<file path="src/rtl/btn_event_decoder_if.sv">
// Signal bundle between a debounced button level and the gesture events decoded from it.
interface btn_event_decoder_if;
    logic btn_level;
    logic press_pulse;
    logic short_pulse;
    logic long_pulse;
    logic repeat_pulse;
    logic held;

    modport master (
        output btn_level,
        input  press_pulse,
        input  short_pulse,
        input  long_pulse,
        input  repeat_pulse,
        input  held
    );

    modport slave (
        input  btn_level,
        output press_pulse,
        output short_pulse,
        output long_pulse,
        output repeat_pulse,
        output held
    );
endinterface

</file>
<file path="src/rtl/btn_event_decoder.sv">
// Turns a clean button level into one-cycle press / short / long / repeat events plus a held level.
module btn_event_decoder #(
    parameter int CLKS_PER_MS   = 100_000,
    parameter int LONG_PRESS_MS = 500,
    parameter int REPEAT_MS     = 100,
    parameter int REPEAT_EN     = 1
) (
    input  logic               clk,
    input  logic               reset,
    btn_event_decoder_if.slave bus
);
    localparam int L_CYC   = LONG_PRESS_MS * CLKS_PER_MS;
    localparam int R_CYC   = REPEAT_MS * CLKS_PER_MS;
    localparam int MAX_CYC = (L_CYC > R_CYC) ? L_CYC : R_CYC;
    localparam int CNT_W   = (MAX_CYC > 2) ? $clog2(MAX_CYC) : 1;

    localparam logic [CNT_W-1:0] L_TERM = CNT_W'(L_CYC - 1);
    localparam logic [CNT_W-1:0] R_TERM = CNT_W'(R_CYC - 1);

    typedef enum logic [1:0] {
        ST_LOCKOUT = 2'd0,
        ST_IDLE    = 2'd1,
        ST_PRESSED = 2'd2,
        ST_HELD    = 2'd3
    } state_t;

    state_t           state_reg, state_next;
    logic [CNT_W-1:0] cnt_reg, cnt_next;
    logic             press_reg, press_next;
    logic             short_reg, short_next;
    logic             long_reg, long_next;
    logic             repeat_reg, repeat_next;
    logic             held_reg, held_next;

    always_ff @(posedge clk) begin
        if (reset) begin
            state_reg  <= ST_LOCKOUT;
            cnt_reg    <= '0;
            press_reg  <= 1'b0;
            short_reg  <= 1'b0;
            long_reg   <= 1'b0;
            repeat_reg <= 1'b0;
            held_reg   <= 1'b0;
        end else begin
            state_reg  <= state_next;
            cnt_reg    <= cnt_next;
            press_reg  <= press_next;
            short_reg  <= short_next;
            long_reg   <= long_next;
            repeat_reg <= repeat_next;
            held_reg   <= held_next;
        end
    end

    always_comb begin
        state_next  = state_reg;
        cnt_next    = cnt_reg;
        press_next  = 1'b0;
        short_next  = 1'b0;
        long_next   = 1'b0;
        repeat_next = 1'b0;

        case (state_reg)
            // A level still high from before reset must be released before it can count as a press.
            ST_LOCKOUT: begin
                if (!bus.btn_level) begin
                    state_next = ST_IDLE;
                end
            end
            ST_IDLE: begin
                if (bus.btn_level) begin
                    state_next = ST_PRESSED;
                    press_next = 1'b1;
                end
            end
            ST_PRESSED: begin
                // Release is tested first so it beats the long-press threshold in the same cycle.
                if (!bus.btn_level) begin
                    state_next = ST_IDLE;
                    short_next = 1'b1;
                end else if (cnt_reg == L_TERM) begin
                    state_next = ST_HELD;
                    long_next  = 1'b1;
                end else begin
                    cnt_next = cnt_reg + 1'b1;
                end
            end
            ST_HELD: begin
                if (!bus.btn_level) begin
                    state_next = ST_IDLE;
                end else if (REPEAT_EN != 0) begin
                    if (cnt_reg == R_TERM) begin
                        cnt_next    = '0;
                        repeat_next = 1'b1;
                    end else begin
                        cnt_next = cnt_reg + 1'b1;
                    end
                end
            end
            default: begin
                state_next = ST_LOCKOUT;
            end
        endcase

        if (state_next != state_reg) begin
            cnt_next = '0;
        end
        held_next = (state_next == ST_PRESSED) || (state_next == ST_HELD);
    end

    assign bus.press_pulse  = press_reg;
    assign bus.short_pulse  = short_reg;
    assign bus.long_pulse   = long_reg;
    assign bus.repeat_pulse = repeat_reg;
    assign bus.held         = held_reg;
endmodule

</file>
<file path="src/flat_wrapper.sv">
// flat-port wrapper written by rule: the top's interface ports become plain ports
module btn_event_decoder_flat 
#(
    parameter int CLKS_PER_MS   = 100_000,
    parameter int LONG_PRESS_MS = 500,
    parameter int REPEAT_MS     = 100,
    parameter int REPEAT_EN     = 1
)
  (clk, reset, bus_btn_level, bus_press_pulse, bus_short_pulse, bus_long_pulse, bus_repeat_pulse, bus_held);
  btn_event_decoder_if bus_i ();
  input  logic clk;
  input  logic reset;
  input wire logic [$bits(bus_i.btn_level)-1:0] bus_btn_level;
  output wire logic [$bits(bus_i.press_pulse)-1:0] bus_press_pulse;
  output wire logic [$bits(bus_i.short_pulse)-1:0] bus_short_pulse;
  output wire logic [$bits(bus_i.long_pulse)-1:0] bus_long_pulse;
  output wire logic [$bits(bus_i.repeat_pulse)-1:0] bus_repeat_pulse;
  output wire logic [$bits(bus_i.held)-1:0] bus_held;
  assign bus_i.btn_level = bus_btn_level;
  assign bus_press_pulse = bus_i.press_pulse;
  assign bus_short_pulse = bus_i.short_pulse;
  assign bus_long_pulse = bus_i.long_pulse;
  assign bus_repeat_pulse = bus_i.repeat_pulse;
  assign bus_held = bus_i.held;
  btn_event_decoder #(.CLKS_PER_MS(CLKS_PER_MS), .LONG_PRESS_MS(LONG_PRESS_MS), .REPEAT_MS(REPEAT_MS), .REPEAT_EN(REPEAT_EN)) u_core (.clk(clk), .reset(reset), .bus(bus_i));
endmodule
</file>
<file path="config.mk">
export PLATFORM = sky130hd
export DESIGN_NAME = btn_event_decoder_flat
export DESIGN_NICKNAME = d
export VERILOG_FILES = /design/src/rtl/btn_event_decoder_if.sv /design/src/rtl/btn_event_decoder.sv /design/src/flat_wrapper.sv
export SDC_FILE = /design/constraint.sdc
export NUM_CORES = 1
export LEC_CHECK = 0
export ABC_AREA = 1
export BUFFER_PORTS_ARGS = -buffer_cell sky130_fd_sc_hd__buf_4
export CAP_MARGIN = 10
export CORE_MARGIN = 2
export CORE_UTILIZATION = 40
export DETAILED_ROUTE_END_ITERATION = 16
export GPL_TIMING_DRIVEN = 0
export PLACE_DENSITY = 0.68
export SYNTH_ARGS = -nofsm -noshare
export SYNTH_HDL_FRONTEND = slang
export SYNTH_SLANG_ARGS = --single-unit
</file>
<file path="constraint.sdc">
create_clock -name clk -period 5.05 [get_ports clk]
set_input_delay 0.2525 -clock clk [delete_from_list [all_inputs] [get_ports clk]]
set_output_delay 0.2525 -clock clk [all_outputs]
set_load 0.05 [all_outputs]
</file>
### After elaboration in Yosys (flattened, before gate mapping)

Index checks and enable logic that the tools add are counted.

| cells by class | value |
|---|---|
| multiplexer cells | 14 |
| reduce and logical (&&, ||, !) cells | 10 |
| bitwise gates (word level) | 4 |
| $add $sub $neg | 1 |
| equality and inequality tests | 11 |

Operators with widths:

| cell | number |
|---|---|
| 2-to-1 mux 26 bit | 4 |
| case mux 26 bit (2 select lines) | 1 |
| adder 26 x 1 -> 26 bit, second input constant | 1 |
| equality test 26 x 24 -> 1 bit, second input constant | 1 |
| equality test 26 bit, second input constant | 1 |
| equality test 2 bit, second input constant | 4 |
| 2-to-1 mux 2 bit | 4 |
| OR reduction 2 bit | 4 |
| != test 2 bit, second input constant | 3 |
| case mux 2 bit (3 select lines) | 1 |
| OR reduction 3 bit | 2 |
| 2-to-1 mux 1 bit | 4 |
| inverter 1 bit | 4 |
| AND reduction 4 bit | 1 |
| equality test 2 x 1 -> 1 bit, second input constant | 1 |
| logical NOT 2 bit | 1 |
| != test 2 bit | 1 |
| nonzero test 2 bit | 1 |
| logical OR 1 bit | 1 |

| storage, ports and cells | value |
|---|---|
| bits of input ports | 3 |
| register bits after elaboration | 33 |
| output and inout bits | 5 |

### Depth between registers and ports, before layout

Gate-level depths: netlist (run 1).

| depth | value |
|---|---|
| word-level depth | 6 |
| depth in mapped cells | 15 |
| mapped depth without buffers | 14 |

### Worst setup path before layout (run 1)

No wires, ideal clock.

| path | value |
|---|---|
| kind | register -> register |
| start point | reg u_core.state_reg[0] |
| end point | reg u_core.cnt_reg[25] |
| setup time | 0.117 ns |
| path slack | 3.276 ns |
| clock period less this slack | 1.774 ns |
| path buffers | 1 |
| data required time | 4.933 ns |
| stages on the path, launching flop included | 16 |
| arrival time | 1.657 ns |
| path through | dfxtp_1 -> inv_1 -> ha_1 -> inv_1 -> nor2_1 -> nand3_1 -> nor2_2 -> nand2_1 -> nand2_1 -> nand2_1 -> nand2_1 -> nor2_1 -> nor2_4 -> nand2_4 -> buf_6 -> nor2_2 |

| between the ends | value |
|---|---|
| cells in the longest elaborated chain, start to end | 5 |

Ends and longest elaborated chain:

| what | line | source |
|---|---|---|
| start, declared | btn_event_decoder.sv:27 | `state_t state_reg, state_next;` |
| start signal, assigned | btn_event_decoder.sv:45 | `state_reg <= state_next;` |
| equality test 2 bit, or another cell as far along | btn_event_decoder.sv:63 | `case (state_reg)` |
| OR reduction 2 bit (no source line) or 2-to-1 mux 2 bit (tied branches) | n/a |  |
| case mux 2 bit (3 select lines) | btn_event_decoder.sv:63 |  |
| != test 2 bit | btn_event_decoder.sv:105 | `if (state_next != state_reg) begin` |
| OR reduction 2 bit (no source line) | n/a |  |
| end signal, assigned | btn_event_decoder.sv:46 | `cnt_reg <= cnt_next;` |
| end, declared | btn_event_decoder.sv:28 | `logic [CNT_W-1:0] cnt_reg, cnt_next;` |

Several ways; a longest one is shown, not always the timed one.
A chain may end at the register's enable or synchronous reset.

### Worst setup path in the final report (run 1)

| path | value |
|---|---|
| start point | reg u_core.state_reg[0] |
| end point | reg u_core.cnt_reg[12] |

Same word-level chain as after synthesis.

==> metrics.yaml, run 1 <==
yosys:
  yosys.area_share.simple: 0.479
  yosys-top-cells-count: "nand2_1, nor2_1, inv_1"
  seq_area_frac_synth: 0.294
  yosysWarnings: 0
  ys_async_sr_fraction: 0
  synthXorXnorAreaFrac: 0.0389
  netlist_top_cells_area: "dfxtp_1, nand2_1, nor2_1, inv_1, nor2_2"
  synth_cell_types: 29
  synth_seq_cells: 33
  synthesis.area_um2: 2250
  avgSynthCellArea_um2: 6.18
  synthFlopType: "dfxtp_1"
  synth_compound_area_frac: 0.0656
  synthCells: 364
  yosys.area.top_type: "dfxtp_1"
  muxShareOfSynthArea: 0
  synth_top_family_by_area: "simple AND/OR/NAND/NOR gates"
  synth_edf_count: 0
  synthAdderAreaFrac: 0.0278
  synth_most_common_cell: "nand2_1"
  synth_nets: 372
  synth_top_cell_area_share: 0.294
drt:
  routedWlPerCell_um: 12.6
  via_per_inst: 4.90
  drt-total-wl_um: 5700
  first_pass_iters: 4
  ant_nets: 0
  drtIter0Drc: 187
  dr_total_vias: 2210
  drc: 0
placed_design:
  gp_congestion: 0.964
  placement.io_buffers: 7
  place_area_um2: 2390
  dpl.hpwl_um: 4330
  place_ws_ps: 2810
clocking:
  ctsHoldBuffers: 0
  cts-resized-gates: 0
  clk_pin_slew_worst_paths_ps: 70
  clock_latency_ps: 290
  cts_buffer_depth: 2
  cts_setup_buffers: 0
  cts_buffers: 5
  root_buffer: "clkbuf_8"
  clock_sinks: 33
  tritoncts: "done"
  htreeDepth: 2
die:
  core-area_um2: 5470
  die_w_um: 79.0
  floorplan.rows: 27
  chipHeight_um: 79.0
  io_pins: 8
  dieArea_um2: 6240
  start_util: 0.411
power:
  power_density_nw_per_um2: 225
  leakage_uw: 0.000883
  ir_drop_uv: 165
  power_uw: 561
setup_path:
  cp.arrival_ps: 2460
  crit_path_max_fanout: 10
  max_stage_delay_ps: 460
  timing.rr.end: "u_core.cnt_reg[12]$_SDFFE_PP0P_"
  path_buf_inv: 1
  path_cells: "ha_1, nor2_1, nor2_1, a21boi_1, buf_2, nand3_1, nand3_1, nor2_2"
  crit_type: "flop to flop"
  rrSetupSlack_ps: 2780
  r2r-start: "u_core.state_reg[0]$_SDFF_PP0_"
  cp-end-kind: "flop"
  cpLargestDelayFamily: "simple AND/OR/NAND/NOR gates"
  cpMaxStageDelayCell: "dfxtp_1"
  crit_required_ps: 5230
  critPathLaunchType: "flop"
  rr_worst_depth: 8
layout:
  post-route-util: 0.456
  finalNetCount: 386
  fin_area_um2: 2490
  syn2layout_area_growth_pct: 10.8
  largest_reg_flops: 26
  num_antenna_cells: 0
  drive_above_1_share: 0.153
timing:
  worst_slack_ps: 2780
  hold_viol: 0
  timing.fmax_mhz: 440
  fin_crit_sh: 0.450
  slew_headroom: 0.646
  timing.final.crit_period_ps: 2270
  finalSetupViolations: 0
  worstMarginPinSlew_ps: 530
  rsz0062_at_grt: "false"
  drv_slew: 0
  fin_tns_setup_ps: 0
  clock_skew_ps: 5.94
grt:
  track_usage: 0.197
  grt_pass1_vias: 2041
  grt_start_max_net_pins: 11
  grt_pass1_wl_um: 9540
  grt_overflow: 0
  antenna_found_initial: 0
min_path:
  min_path_type: "primary input to flop"
  hold_end: "u_core.bus.short_pulse$_SDFF_PP0_"
  hold_path_startpoint: "bus_btn_level"
  whs_path_depth: 2
flow_run:
  maxCapViolations: 0
status:
  outcome: "complete, no violations"
kinds of logic after synthesis:
group | after synthesis
AOI/OAI and AO/OA | 27
buffers and inverters | 51
xor gates and xnor gates | 10
DFF | 33
adders and majority gates | 5
and+or+nand+nor | 238
per-layer routing:
layer	routed length, um	global-route usage	vias to the layer above
li1	-	-	1168
met3	350	0.0386	13
met1	2730	0.272	982
met4	106	0.0603	0
met5	0	0	-
met2	2510	0.312	47
cells in the final DEF (no fill, tap or decap):
cell type and instances:
a21boi_1 1, a21oi_1 16, a31oi_1 2, buf_2 3
buf_4 8, buf_6 2, clkbuf_1 1, clkbuf_8 7
clkinv_2 1, dfxtp_1 33, ha_1 5, inv_1 43
inv_2 1, nand2_1 82, nand2_2 5, nand2_4 1
nand3_1 27, nand3_2 1, nand3b_1 1, nand4_1 8
nor2_1 74, nor2_2 25, nor2_4 2, nor3_1 9
nor3_2 1, nor4_1 1, o21ai_0 5, o21bai_1 2
o31ai_1 1, or2_2 1, xor2_1 10
report_power, final:
group / switching, uW / total (uW) / leakage [uW] / internal (uW)
sequential: 3.53 / 266 / 0.000266 / 263
combinational: 49.3 / 70.8 / 0.000563 / 21.5
clock: 101 / 224 / 0.0000542 / 123
stage by stage:
stage          instances  hold WS, ps
5_1_grt              451          160
3_5_place_dp         443          457
6_report             451          156
4_1_cts              451          152
3_3_place_gp         443          456
2_1_floorplan        364          322
worst max-delay path by stage:
stage,startpoint,depth (start not counted),end
final,u_core.state_reg[0]$_SDFF_PP0_,8,u_core.cnt_reg[12]$_SDFFE_PP0P_
after global routing,u_core.state_reg[0]$_SDFF_PP0_,11,u_core.cnt_reg[12]$_SDFFE_PP0P_
after CTS,u_core.state_reg[0]$_SDFF_PP0_,8,u_core.cnt_reg[12]$_SDFFE_PP0P_
after detailed placement,u_core.state_reg[0]$_SDFF_PP0_,8,u_core.cnt_reg[12]$_SDFFE_PP0P_
after global placement,u_core.state_reg[0]$_SDFF_PP0_,8,u_core.cnt_reg[3]$_SDFFE_PP0P_
after floorplan,u_core.state_reg[0]$_SDFF_PP0_,15,u_core.cnt_reg[25]$_SDFFE_PP0P_
area by class of cell:
| class | count | area, um2 |
|---|---|---|
| plain buffers | 7 | 48.8 |
| clock buffers | 7 | 96.3 |
| clock inverters | 1 | 5.00 |
| fillers | 612 | 2980 |
| inverters | 44 | 165 |
| multi-input cells | 280 | 1380 |
| flip-flops and latches | 33 | 661 |
| well taps | 72 | 90.1 |
| repair buffers | 7 | 52.6 |
worst reg2reg max path, stage by stage (launching register included):
cell and delay [ps]:
dfxtp_1 460, ha_1 390, nor2_1 70, nor2_1 140, a21boi_1 250, buf_2 270
nand3_1 310, nand3_1 220, nor2_2 50
Power figures use the tool's default switching activity.
==> inputs of run 2 (changes only) <==
==> constraint.sdc (replaced) <==
create_clock -name clk -period 2.16 [get_ports clk]
set_input_delay 0.108 -clock clk [delete_from_list [all_inputs] [get_ports clk]]
set_output_delay 0.108 -clock clk [all_outputs]
set_load 0.05 [all_outputs]
==> metrics.yaml, run 2 (synthesis results as in run 1) <==
layout:
  syn2layout_area_growth_pct: 11.6  # was 10.8%
  largest_reg_flops: 26  # unchanged
  finalNetCount: 386  # unchanged
  post-route-util: 0.459  # was 0.456
  multiInputGateArea_um2: 1390  # was 1380 um2
  drive_above_1_share: 0.174  # was 0.153
  fin_area_um2: 2510  # was 2490 um2
  final_cell_count_no_fill: 451  # unchanged
  ff_latch_area_um2: 663  # was 661 um2
  layout_common_cells: "nand2_1, nor2_1, inv_1"  # unchanged
  num_antenna_cells: 0  # unchanged
  final_common_cell: "nand2_1"  # unchanged
  n_fill_cell: 610  # was 612
power:
  p_int_uw: 955  # was 408 uW
  comb_power_share: 0.127  # was 0.126
  leakage_uw: 0.000880  # was 0.000883 uW
  seq_power_share: 0.475  # about the same
  ir_drop_uv: 386  # was 165 uV
  clockPowerShare: 0.398  # was 0.399
  power_density_nw_per_um2: 523  # was 225 nW/um2
  swShare: 0.274  # was 0.273
  power_switching_uw: 360  # was 153 uW
setup_path:
  cp.arrival_ps: 2260  # was 2460 ps
  cpMaxStageDelayCell: "clkbuf_1"  # was dfxtp_1
  max_stage_delay_ps: 460  # about the same
  crit_required_ps: 2350  # was 5230 ps
  rr_worst_depth: 8  # unchanged
  crit_path_max_fanout: 10  # unchanged
  rrSetupSlack_ps: 90  # was 2780 ps
  crit_type: "flop to flop"  # unchanged
  crit_top_cell: "nor2_1"
  cp-end-kind: "flop"  # unchanged
  timing.rr.end: "u_core.cnt_reg[23]$_SDFFE_PP0P_"  # was u_core.cnt_reg[12]$_SDFFE_PP0P_
  path_cells: "ha_2, nor2_1, nor2_1, a21boi_1, clkbuf_1, nor2_1, a21oi_1, nor2_2"  # was ha_1, nor2_1, nor2_1, a21boi_1, buf_2, nand3_1, nand3_1, nor2_2
  r2r-start: "u_core.state_reg[0]$_SDFF_PP0_"  # unchanged
  critPathLaunchType: "flop"  # unchanged
placed_design:
  dpl.cell_count: 443  # unchanged
  placement.io_buffers: 7  # unchanged
  place_area_um2: 2390  # unchanged
  place_ws_ps: -77.4  # was 2810 ps
  dpl.hpwl_um: 4330  # unchanged
  gp_congestion: 0.964  # unchanged
clocking:
  cts_buffer_depth: 2  # unchanged
  cts_buffers: 5  # unchanged
  clk_pin_slew_worst_paths_ps: 70  # about the same
  clock_sinks: 33  # unchanged
  root_buffer: "clkbuf_8"  # unchanged
  htreeDepth: 2  # unchanged
  clock_latency_ps: 290  # about the same
  tritoncts: "done"  # unchanged
drt:
  first_pass_iters: 4  # unchanged
  drc: 0  # unchanged
  via_per_inst: 4.94  # was 4.90
  ant_nets: 0  # unchanged
  drt-total-wl_um: 5690  # was 5700 um
  routedWlPerCell_um: 12.6  # about the same
  drtIter0Drc: 172  # was 187
  dr_total_vias: 2229  # was 2210
min_path:
  whs_path_depth: 2  # unchanged
  min_path_type: "primary input to flop"  # unchanged
  hold_end: "u_core.state_reg[1]$_SDFF_PP0_"  # was u_core.bus.short_pulse$_SDFF_PP0_
  hold_path_startpoint: "reset"  # was bus_btn_level
grt:
  grt_pass1_wl_um: 9500  # was 9540 um
  grt_start_max_net_pins: 11  # unchanged
  track_usage: 0.197  # about the same
  grt_pass1_vias: 2033  # was 2041
  grt_overflow: 0  # unchanged
  antenna_found_initial: 0  # unchanged
timing:
  finalSetupViolations: 0  # unchanged
  timing.fmax_mhz: 483  # was 440 MHz
  worst_slack_ps: 91.3  # was 2780 ps
  timing.final.crit_period_ps: 2070  # was 2270 ps
  fin_tns_setup_ps: 0  # unchanged
  drv_slew: 0  # unchanged
  slew_headroom: 0.634  # was 0.646
  rsz0062_at_grt: "false"  # unchanged
  clock_skew_ps: 5.23  # was 5.94 ps
  fin_crit_sh: 0.958  # was 0.450
  hold_viol: 0  # unchanged
  worstMarginPinSlew_ps: 549  # was 530 ps
die:
  chipHeight_um: 79.0  # unchanged
  start_util: 0.411  # unchanged
  floorplan.rows: 27  # unchanged
  core-area_um2: 5470  # unchanged
  io_pins: 8  # unchanged
  die_w_um: 79.0  # unchanged
  dieArea_um2: 6240  # unchanged
flow_run:
  maxCapViolations: 0  # unchanged
status:
  outcome: "complete, no violations"  # unchanged
-- run 2: changes by cell type in the layout (fill, tap and decap cells not counted) --
| cell | delta |
|---|---|
| nor2_2 | +1 |
| nand2_1 | -1 |
| ha_1 | -2 |
| inv_2 | +1 |
| ha_2 | +2 |
| inv_1 | -1 |
| nor2_1 | -1 |
| nand3_2 | +1 |
| dfxtp_2 | +2 |
| dfxtp_1 | -2 |
| nand3_1 | -1 |
| nand2_2 | +1 |
-- run 2: through the flow --
step / power [uW] / hold slack [ps]
floorplan: 760 / 177
global placement: 799 / 312
detailed placement: 803 / 313
CTS: 1330 / 7.58
global route: 1370 / 10.9
finish: 1310 / 3.08
-- run 2: layout make-up --
cell class | instances | share of cell area
tap | 72 | 0.0359
timing repair buffer | 7 | 0.0209
clock buffer | 7 | 0.0384
clock inverter | 1 | 0.00199
inverter | 44 | 0.0658
buffer | 7 | 0.0194
multi-input combinational | 280 | 0.554
sequential | 33 | 0.264
-- run 2: worst max path at each step --
stage	start	endpoint	slack (ps)	cells after the start
2_1_floorplan	u_core.state_reg[0]$_SDFF_PP0_	u_core.cnt_reg[25]$_SDFFE_PP0P_	390	15
3_3_place_gp	u_core.state_reg[0]$_SDFF_PP0_	u_core.cnt_reg[3]$_SDFFE_PP0P_	-30	8
3_5_place_dp	u_core.state_reg[0]$_SDFF_PP0_	u_core.cnt_reg[12]$_SDFFE_PP0P_	-80	8
4_1_cts	u_core.state_reg[0]$_SDFF_PP0_	u_core.cnt_reg[23]$_SDFFE_PP0P_	30	11
5_1_grt	u_core.state_reg[0]$_SDFF_PP0_	u_core.cnt_reg[23]$_SDFFE_PP0P_	1	8
6_report	u_core.state_reg[0]$_SDFF_PP0_	u_core.cnt_reg[23]$_SDFFE_PP0P_	90	8
-- run 2: worst max-delay path: cells and delay by family, from the launching register on --
kind                     cells  cell delay (ps)
AO/OA/AOI/OAI                2              440
AND/OR/NAND/NOR              4              350
buffers and inverters        1              460
flip-flops                   1              410
adder cells (fa/ha/maj)      1              300
-- run 2: power by group through the flow --
stage | clock (uW) | sequential [uW] | combinational (uW)
floorplan | 0 | 642 | 118
global placement | 0 | 636 | 163
detailed placement | 0 | 636 | 167
CTS | 539 | 622 | 167
global route | 568 | 625 | 182
finish | 523 | 624 | 167
-- run 2: timing repair --
action / 4_1_cts / 5_1_grt
hold buffers: 0 / 0
setup endpoints to repair: 6 / 24
gates resized for setup: 2 / 6
setup buffers: 0 / 0
-- run 2: layer usage --
metal	global-route usage	vias up	share of wire
li1	-	1168	-
met1	0.270	988	0.47
met2	0.311	57	0.44
met3	0.0386	16	0.068
met4	0.0603	0	0.021
met5	0	-	0
==> inputs of run 3 (changes only) <==
--- a/config.mk
+++ b/config.mk
@@ -6,6 +6,7 @@
 export NUM_CORES = 1
 export LEC_CHECK = 0
 export ABC_AREA = 1
+export ABC_CLOCK_PERIOD_IN_PS = 2250
 export BUFFER_PORTS_ARGS = -buffer_cell sky130_fd_sc_hd__buf_4
 export CAP_MARGIN = 10
 export CORE_MARGIN = 2
@@ -13,6 +14,7 @@
 export DETAILED_ROUTE_END_ITERATION = 16
 export GPL_TIMING_DRIVEN = 0
 export PLACE_DENSITY = 0.68
+export REMOVE_ABC_BUFFERS = 1
 export SYNTH_ARGS = -nofsm -noshare
 export SYNTH_HDL_FRONTEND = slang
 export SYNTH_SLANG_ARGS = --single-unit
==> constraint.sdc (replaced) <==
create_clock -name clk -period 2.25 [get_ports clk]
set_input_delay 0.1125 -clock clk [delete_from_list [all_inputs] [get_ports clk]]
set_output_delay 0.1125 -clock clk [all_outputs]
set_load 0.05 [all_outputs]
==> metrics.yaml, run 3 (synthesis results as in run 1) <==
status:
  outcome: "complete, no violations"  # unchanged
setup_path:
  cp.arrival_ps: 2310  # was 2260 ps
  cp-end-kind: "flop"  # unchanged
  crit_type: "flop to flop"  # unchanged
  max_stage_delay_ps: 360  # was 460 ps
  critPathLaunchType: "flop"  # unchanged
  crit_required_ps: 2480  # was 2350 ps
  path_cells: "inv_1, ha_1, inv_1, nor2_1, nand3_1, nor2_4, nand2_2, nand2_1, nand2_1, nand2_1, nor2_1, nor2_4, buf_4, nand2_8, nor2_1"  # was ha_2, nor2_1, nor2_1, a21boi_1, clkbuf_1, nor2_1, a21oi_1, nor2_2
  crit_path_max_fanout: 13  # was 10
  cpMaxStageDelayCell: "dfxtp_2"  # was clkbuf_1
drt:
  highest_layer: "met4"  # unchanged
  routedWlPerCell_um: 12.4  # was 12.6 um
  ant_nets: 0  # unchanged
  dr_total_vias: 2206  # was 2229
  drtIter0Drc: 169  # was 172
  met1Wirelength_um: 2480  # was 2660 um
  via_per_inst: 4.91  # was 4.94
  drc: 0  # unchanged
  drt-total-wl_um: 5570  # was 5690 um
  met3_length_um: 298  # was 389 um
  first_pass_iters: 4  # unchanged
  wl_met2_um: 2690  # was 2520 um
layout:
  layout_common_cells: "nand2_1, nor2_1, inv_1"  # unchanged
  drive_above_1_share: 0.167  # was 0.174
  finalNetCount: 384  # was 386
  final_common_cell: "nand2_1"  # unchanged
  largest_reg_flops: 26  # unchanged
  num_antenna_cells: 0  # unchanged
  syn2layout_area_growth_pct: 13.2  # was 11.6%
die:
  dieArea_um2: 6240  # unchanged
  io_pins: 8  # unchanged
  start_util: 0.411  # unchanged
  floorplan.rows: 27  # unchanged
  die_w_um: 79.0  # unchanged
  chipHeight_um: 79.0  # unchanged
  core-area_um2: 5470  # unchanged
power:
  power_uw: 1280  # was 1310 uW
  clockPowerShare: 0.393  # was 0.398
  seq_power_share: 0.466  # was 0.475
  ir_drop_uv: 242  # was 386 uV
  power_switching_uw: 363  # was 360 uW
  power_density_nw_per_um2: 504  # was 523 nW/um2
  comb_power_share: 0.142  # was 0.127
  leakage_uw: 0.000879  # was 0.000880 uW
  p_int_uw: 921  # was 955 uW
  swShare: 0.283  # was 0.274
placed_design:
  dpl.hpwl_um: 3910  # was 4330 um
  placement.io_buffers: 7  # unchanged
  gp_congestion: 0.885  # was 0.964
  place_ws_ps: -271  # was -77.4 ps
clocking:
  clock_sinks: 33  # unchanged
  ctsHoldBuffers: 0  # unchanged
  cts_buffers: 5  # unchanged
  root_buffer: "clkbuf_8"  # unchanged
  cts_buffer_depth: 2  # unchanged
  tritoncts: "done"  # unchanged
  clock_latency_ps: 290  # about the same
  htreeDepth: 2  # unchanged
  clk_pin_slew_worst_paths_ps: 70  # about the same
grt:
  grt_pass1_wl_um: 9370  # was 9500 um
  grt_overflow: 0  # unchanged
  track_usage: 0.187  # was 0.197
  antenna_found_initial: 0  # unchanged
  grt_start_max_net_pins: 27  # was 11
  grt_pass1_vias: 2091  # was 2033
timing:
  slew_headroom: 0.728  # was 0.634
  timing.fmax_mhz: 480  # was 483 MHz
  drv_slew: 0  # unchanged
  worstMarginPinSlew_ps: 404  # was 549 ps
  fin_crit_sh: 0.927  # was 0.958
  finalSetupViolations: 0  # unchanged
  fin_tns_setup_ps: 0  # unchanged
  hold_viol: 0  # unchanged
  clock_skew_ps: 6.04  # was 5.23 ps
  timing.final.crit_period_ps: 2080  # was 2070 ps
  worst_slack_ps: 165  # was 91.3 ps
min_path:
  min_path_type: "primary input to flop"  # unchanged
flow_run:
  maxCapViolations: 0  # unchanged
-- run 3: final cells by class --
class | count | area [um2]
flip-flops and latches | 33 | 663
clock buffers | 7 | 96.3
clock inverters | 1 | 5.00
multi-input cells | 281 | 1440
fillers | 582 | 2930
repair buffers | 11 | 90.1
inverters | 44 | 165
well taps | 72 | 90.1
-- run 3: worst paths after layout --
path                                                     start                             end  slack [ps]  cells past startpoint
worst max-delay path            u_core.state_reg[0]$_SDFF_PP0_  u_core.cnt_reg[8]$_SDFFE_PP0P_         170                     15
worst min-delay path                                     reset  u_core.state_reg[0]$_SDFF_PP0_           6                      2
worst max register to register  u_core.state_reg[0]$_SDFF_PP0_  u_core.cnt_reg[8]$_SDFFE_PP0P_         170                     15
worst min register to register  u_core.cnt_reg[0]$_SDFFE_PP0P_  u_core.cnt_reg[0]$_SDFFE_PP0P_         560                      2
-- run 3: critical path, delay by kind of cell (launching register included) --
| family | cells | cell delay (ps) |
|---|---|---|
| DFF | 1 | 360 |
| adders and majority gates | 1 | 200 |
| buffers and inverters | 3 | 360 |
| and+or+nand+nor | 11 | 1090 |
-- run 3: stage by stage --
step | std cells | utilization | hold WS [ps] | cell area, um2
4_1_cts | 446 | 0.453 | 5.83 | 2480
6_report | 449 | 0.465 | 6.03 | 2550
3_3_place_gp | 436 | 0.428 | 316 | 2340
3_5_place_dp | 437 | 0.432 | 318 | 2360
2_1_floorplan | 357 | - | 182 | 2200
5_1_grt | 449 | 0.465 | 6.52 | 2550
-- run 3: what timing repair did --
action,CTS,global route
endpoints found under the setup margin,14,26
setup buffers,1,2
cloned,0,1
resized for setup,2,9
pin swaps,1,3
-- run 3: layer usage --
metal / GRT usage / vias up
met5: 0 / -
met4: 0.0672 / 0
met2: 0.305 / 52
met3: 0.0443 / 12
met1: 0.240 / 981
li1: - / 1161
-- run 3: power by group through the flow --
stage	clock (uW)	combinational, uW	sequential, uW
6_report	504	182	598
5_1_grt	543	200	599
4_1_cts	516	138	597
3_5_place_dp	0	135	611
3_3_place_gp	0	132	611
2_1_floorplan	0	94.9	616
